===== config.mk =====
export PLATFORM = sky130hd
export DESIGN_NAME = mic_frame_sched
export DESIGN_NICKNAME = d
export VERILOG_FILES = /design/src/rtl/mic_frame_sched.sv
export SDC_FILE = /design/constraint.sdc
export NUM_CORES = 1
export LEC_CHECK = 0
export BUFFER_PORTS_ARGS = -buffer_cell sky130_fd_sc_hd__buf_2
export CAP_MARGIN = 20
export CORE_UTILIZATION = 60
export CTS_CLUSTER_SIZE = 14
export DETAILED_ROUTE_END_ITERATION = 12
export GPL_TIMING_DRIVEN = 0
export HOLD_SLACK_MARGIN = 0.08
export PLACE_DENSITY_LB_ADDON = 0.2
export SYNTH_ARGS = -nofsm -noshare
export SYNTH_HDL_FRONTEND = slang
export SYNTH_SLANG_ARGS = --single-unit

===== constraint.sdc =====
create_clock -name clk -period 17.8 [get_ports clk]
set_input_delay 1.78 -clock clk [delete_from_list [all_inputs] [get_ports clk]]
set_output_delay 1.78 -clock clk [all_outputs]
set_load 0.1 [all_outputs]

===== src/rtl/mic_frame_sched.sv =====
// Capture scheduler between the I2S microphone decoder and the HPS Avalon-MM
// slave. Whole frames of NCH samples are queued in a DEPTH-frame FIFO and the
// HPS drains them one sample per DATA read. A fill-threshold level interrupt
// and a saturating overrun counter support the software driver.
module mic_frame_sched #(
    parameter int NCH    = 4,
    parameter int SW     = 24,
    parameter int DEPTH  = 16,
    parameter int SETTLE = 2
) (
    input  logic                clk,
    input  logic                rst,
    input  logic                frame_valid,
    input  logic [NCH*SW-1:0]   frame_data,
    input  logic                chipselect,
    input  logic                read,
    input  logic                write,
    input  logic [2:0]          address,
    input  logic [31:0]         writedata,
    output logic [31:0]         readdata,
    output logic                irq
);

    localparam int AW  = $clog2(DEPTH);
    localparam int FW  = AW + 1;
    localparam int CW  = (NCH > 1) ? $clog2(NCH) : 1;
    localparam int SCW = (SETTLE > 1) ? $clog2(SETTLE) : 1;

    localparam logic [FW-1:0]  FILL_FULL   = FW'(DEPTH);
    localparam logic [CW-1:0]  CH_LAST     = CW'(NCH - 1);
    localparam logic [SCW-1:0] SETTLE_LAST = SCW'((SETTLE > 0) ? SETTLE - 1 : 0);

    typedef enum logic [1:0] {
        ST_OFF    = 2'd0,
        ST_SETTLE = 2'd1,
        ST_RUN    = 2'd2
    } state_t;

    // Samples are two's complement; the bus word carries them sign-extended.
    function automatic logic [31:0] sext(input logic signed [SW-1:0] s);
        return 32'(s);
    endfunction

    // Overrun counter sticks at all-ones instead of wrapping.
    function automatic logic [15:0] sat_inc(input logic [15:0] c);
        return (c == 16'hFFFF) ? c : c + 16'd1;
    endfunction

    state_t                state_q, state_d;
    logic [SCW-1:0]        settle_cnt_q;
    logic                  ctrl_en_q, ctrl_irq_en_q;
    logic [4:0]            thresh_q;
    logic [NCH*SW-1:0]     mem [DEPTH];
    logic [AW-1:0]         wr_ptr_q, rd_ptr_q;
    logic [FW-1:0]         fill_q;
    logic [CW-1:0]         ch_idx_q;
    logic [15:0]           ovr_cnt_q;
    logic                  ovr_sticky_q, udf_sticky_q;
    logic [31:0]           rd_mux;

    logic sel_rd, sel_wr, ctrl_wr, flush;
    logic data_rd, status_rd, ovr_rd;
    logic rd_ok, pop, push_req, push_ok, overrun, underflow;
    logic fifo_empty, fifo_full;
    logic [7:0] fill8, thr_eff;
    logic signed [SW-1:0] rd_sample;
    logic unused_wdata;

    assign sel_rd    = chipselect & read;
    assign sel_wr    = chipselect & write;
    assign ctrl_wr   = sel_wr & (address == 3'd2);
    assign flush     = ctrl_wr & writedata[2];
    assign data_rd   = sel_rd & (address == 3'd0);
    assign status_rd = sel_rd & (address == 3'd1);
    assign ovr_rd    = sel_rd & (address == 3'd3);

    assign fifo_empty = (fill_q == '0);
    assign fifo_full  = (fill_q == FILL_FULL);

    // A pop completes when the last channel of the head frame is read; that
    // frees a slot in the same cycle, so a push on a full FIFO still lands.
    assign rd_ok     = data_rd & ~fifo_empty;
    assign underflow = data_rd & fifo_empty;
    assign pop       = rd_ok & (ch_idx_q == CH_LAST);
    assign push_req  = frame_valid & (state_q == ST_RUN) & ~flush;
    assign push_ok   = push_req & (~fifo_full | pop);
    assign overrun   = push_req & fifo_full & ~pop;

    assign rd_sample = mem[rd_ptr_q][ch_idx_q*SW +: SW];
    assign fill8     = 8'(fill_q);
    assign thr_eff   = (thresh_q == 5'd0) ? 8'd1 : 8'(thresh_q);

    assign unused_wdata = ^{writedata[31:13], writedata[7:3]};

    // State register for the enable / mic start-up sequencer.
    always_ff @(posedge clk) begin
        if (rst) state_q <= ST_OFF;
        else     state_q <= state_d;
    end

    // Next-state logic: settle frames are swallowed before capture starts.
    always_comb begin
        state_d = state_q;
        case (state_q)
            ST_OFF: begin
                if (ctrl_en_q) state_d = (SETTLE == 0) ? ST_RUN : ST_SETTLE;
            end
            ST_SETTLE: begin
                if (!ctrl_en_q) state_d = ST_OFF;
                else if (frame_valid && (settle_cnt_q == SETTLE_LAST)) state_d = ST_RUN;
            end
            ST_RUN: begin
                if (!ctrl_en_q) state_d = ST_OFF;
            end
            default: state_d = ST_OFF;
        endcase
    end

    // Counts discarded frames while settling; idle at zero otherwise.
    always_ff @(posedge clk) begin
        if (rst || (state_q != ST_SETTLE)) settle_cnt_q <= '0;
        else if (frame_valid)              settle_cnt_q <= settle_cnt_q + 1'b1;
    end

    // CTRL register; flush is an action and is not stored.
    always_ff @(posedge clk) begin
        if (rst) begin
            ctrl_en_q     <= 1'b0;
            ctrl_irq_en_q <= 1'b0;
            thresh_q      <= '0;
        end else if (ctrl_wr) begin
            ctrl_en_q     <= writedata[0];
            ctrl_irq_en_q <= writedata[1];
            thresh_q      <= writedata[12:8];
        end
    end

    // Frame storage; contents are don't-care until written, so no reset.
    always_ff @(posedge clk) begin
        if (push_ok) mem[wr_ptr_q] <= frame_data;
    end

    // FIFO pointers, fill level and channel cursor within the head frame.
    always_ff @(posedge clk) begin
        if (rst || flush) begin
            wr_ptr_q <= '0;
            rd_ptr_q <= '0;
            fill_q   <= '0;
            ch_idx_q <= '0;
        end else begin
            if (push_ok) wr_ptr_q <= wr_ptr_q + 1'b1;
            if (pop)     rd_ptr_q <= rd_ptr_q + 1'b1;
            if (push_ok && !pop)      fill_q <= fill_q + 1'b1;
            else if (pop && !push_ok) fill_q <= fill_q - 1'b1;
            if (rd_ok) ch_idx_q <= pop ? '0 : ch_idx_q + 1'b1;
        end
    end

    // Sticky error flags and overrun counter; a new event wins over a clear.
    always_ff @(posedge clk) begin
        if (rst) begin
            ovr_sticky_q <= 1'b0;
            udf_sticky_q <= 1'b0;
            ovr_cnt_q    <= '0;
        end else begin
            ovr_sticky_q <= overrun   | (ovr_sticky_q & ~status_rd);
            udf_sticky_q <= underflow | (udf_sticky_q & ~status_rd);
            if (ovr_rd)       ovr_cnt_q <= overrun ? 16'd1 : 16'd0;
            else if (overrun) ovr_cnt_q <= sat_inc(ovr_cnt_q);
        end
    end

    // Register read mux built from pre-edge values.
    always_comb begin
        rd_mux = '0;
        case (address)
            3'd0: rd_mux = rd_ok ? sext(rd_sample) : 32'd0;
            3'd1: rd_mux = {18'd0, state_q, udf_sticky_q, ovr_sticky_q,
                            fifo_full, fifo_empty, fill8};
            3'd2: rd_mux = {19'd0, thresh_q, 5'd0, 1'b0, ctrl_irq_en_q, ctrl_en_q};
            3'd3: rd_mux = {16'd0, ovr_cnt_q};
            default: rd_mux = '0;
        endcase
    end

    // Read data register, one cycle of latency after the read strobe.
    always_ff @(posedge clk) begin
        if (rst)         readdata <= '0;
        else if (sel_rd) readdata <= rd_mux;
    end

    // Level interrupt from registered fill, so it trails fill by one cycle.
    always_ff @(posedge clk) begin
        if (rst) irq <= 1'b0;
        else     irq <= ctrl_irq_en_q & (state_q != ST_OFF) & (fill8 >= thr_eff);
    end

endmodule


==> out/metrics.yaml <==
worst_hold_path:
  worst_hold_path_type: "reg2reg"
  hold_start: "readdata[16]"
detailed_routing:
  vias: 32700
  wl_met2_um: 80200
  highest_layer: "met5"
  drtPass1Iterations: 8
  drtAntennaViolNets: 0
  wl_met1_um: 60800
  wirelength_um: 171000
  drc: 0
  drt-wirelength-per-cell_um: 36.1
  drtIter0Drc: 5383
  via_per_inst: 6.87
  route.met3.wl_um: 23200
setup_path:
  r2r_slack_ns: 13.79
  worstSetupPathType: "in2reg"
  start_kind: "primary input"
  arrival_ns: 4.93
  critPathLaunch: "address[1]"
  crit_fanout: 10
  cp-end-kind: "register"
  cp.required_ns: 18.25
global_route:
  grt_use_total: 0.337
  antenna_found_initial: 24
  grt_pass1_vias: 32400
  overflow: 0
  grt_pass1_wl_um: 239000
  grt_max_degree: 23
job:
  maxCapViolCount: 0
clocking:
  cts_setup_buffers: 0
  cts.path.max_buffers: 3
  cts_tree: "yes"
  cts_buffers: 159
  root_buffer: "clkbuf_16"
  clk_pin_slew_ns: 0.06
  insertion_delay_ns: 0.76
  clock_sinks: 1608
  cts_hold_buf: 0
  h-tree-depth: 4
  cts-resized-gates: 0
sta:
  rsz0062_at_grt: "no"
  fmax_mhz: 223
  period_needed_ns: 4.48
  setup_viol: 0
  clock_skew_ns: 0.0200
  setup_tns_ns: 0
  hold_viol: 0
  tightest_slew_ns: 1.27
  final.period_utilization: 0.252
  drv_slew: 0
  slew-limit-headroom: 0.154
floorplanning:
  ios: 170
  rows: 117
  start_util: 0.605
  die_x_um: 323
  fp.dieArea_mm2: 0.104
  fp.dieH_um: 323
  core_mm2: 0.102
synth:
  synth_edf_count: 1536
  postSynth.asyncResetShare: 0
  syn_nets: 2982
  syn_avg_cell_area_um2: 21.8
  ys_ff_latch: 1608
  synth_area_mm2: 0.0617
  ys.flop_type: "edfxtp_1"
  synth_cells: 2828
  yosys_warnings: 0
  synth.distinct_cells: 60
  yosysSeqAreaShare: 0.771
cells_and_area:
  syn_to_final_growth_pct: 15.3
  fill_cells: 6104
  nets: 3401
  final_common_cell: "edfxtp_1"
  final_cell_mix: "1536 x edfxtp_1, 384 x mux4_2, 222 x buf_2"
  drive_above_1_share: 0.292
placed_design:
  place_congestion: 0.914
  numPortBuffers: 143
  dp_hpwl_um: 115000
status:
  status: "finished, final reports clean"
pwr:
  power_density_mw_per_mm2: 105
  leakagePower_nw: 22.1
  ir_drop_uv: 104
  finalPower_w: 0.00744
==> layer usage <==
metal  vias to the layer above  global-route usage
li1                      12800                   -
met1                     16900               0.462
met2                      2568               0.516
met3                       398              0.0989
met4                        30               0.134
met5                         -                   0
==> flip-flops by register name (all words and copies together) (netlist names), named ones only <==
register	flops
fill_q	5
mem	1536
settle_cnt_q	1
rd_ptr_q	4
ovr_sticky_q	1
ctrl_en_q	1
ctrl_irq_en_q	1
thresh_q	5
ch_idx_q	2
irq	1
wr_ptr_q	4
state_q	2
udf_sticky_q	1
ovr_cnt_q	16
readdata	24
==> layout make-up <==
type / instances / area, µm² / area share
antenna: 5 / 12.5 / 0.000176
buffer: 165 / 791 / 0.0111
clock buffer: 207 / 4290 / 0.0604
clock inverter: 85 / 704 / 0.00990
inverter: 13 / 48.8 / 0.000686
multi-input combinational: 1042 / 13400 / 0.188
sequential: 1608 / 47600 / 0.669
tap: 1368 / 1710 / 0.0241
timing repair buffer: 258 / 2610 / 0.0368
==> worst paths after layout <==
| check | cells after the start | end |
|---|---|---|
| max reg2reg | 10 | readdata[17] |
| max | 12 | mem[1][53] |
| min | 2 | readdata[16] |
| min reg2reg | 2 | readdata[16] |
==> logic make-up (layout without fill, tap and decap cells) <==
group / after synthesis / after routing / synth area share
simple gates: 243 / 243 / 0.0196
fa+ha+maj: 17 / 17 / 0.00357
buf+inv: 178 / 728 / 0.0136
compound gates: 253 / 253 / 0.0285
other cells: 0 / 5 / 0
xor+xnor: 23 / 23 / 0.00327
flops: 1608 / 1608 / 0.771
mux: 506 / 506 / 0.160
==> worst max-delay path, stage by stage <==
cell and delay, ns:
buf_2 0.12, buf_2 0.18, nor2_1 0.27, a311oi_2 0.14, and2b_1 0.21, buf_2 0.20, nand2_1 0.25, nor3_2 0.93
buf_6 0.26, buf_6 0.17, buf_6 0.19, buf_6 0.18
==> power breakdown <==
group | switching (W) | internal (W) | leakage [nW] | total (W)
clock | 0.00140 | 0.00183 | 2.43 | 0.00323
combinational | 0.0000563 | 0.0000119 | 5.31 | 0.0000682
sequential | 0.000000311 | 0.00414 | 14.4 | 0.00414
==> Yosys cell counts (31+ instances only) <==
library cell  number  area share
mux4_2           384        0.14
a22oi_1           91       0.011
edfxtp_1        1536        0.75
o21ai_0           31      0.0025
dfxtp_1           72       0.023
a21oi_1           40      0.0032
nor2_1            62      0.0038
buf_2             79      0.0064
nand3_1           44      0.0036
clkbuf_1          58      0.0035
nand2_1           55      0.0033
mux2i_1          118       0.019
==> metrics by stage <==
step | hold slack [ns] | setup WS, ns | cells | utilization | cell area, µm²
after detailed placement | 0.497 | 12.59 | 4454 | 0.649 | 66100
after floorplan | 0.454 | 7.87 | 2828 | - | 61700
after CTS | 0.510 | 13.37 | 4746 | 0.698 | 71100
after global routing | 0.515 | 13.27 | 4747 | 0.698 | 71100
after global placement | 0.469 | -1.01 | 4339 | 0.629 | 64100
final | 0.510 | 13.32 | 4751 | 0.698 | 71100
No activity file was read; power rests on OpenSTA's default activity.
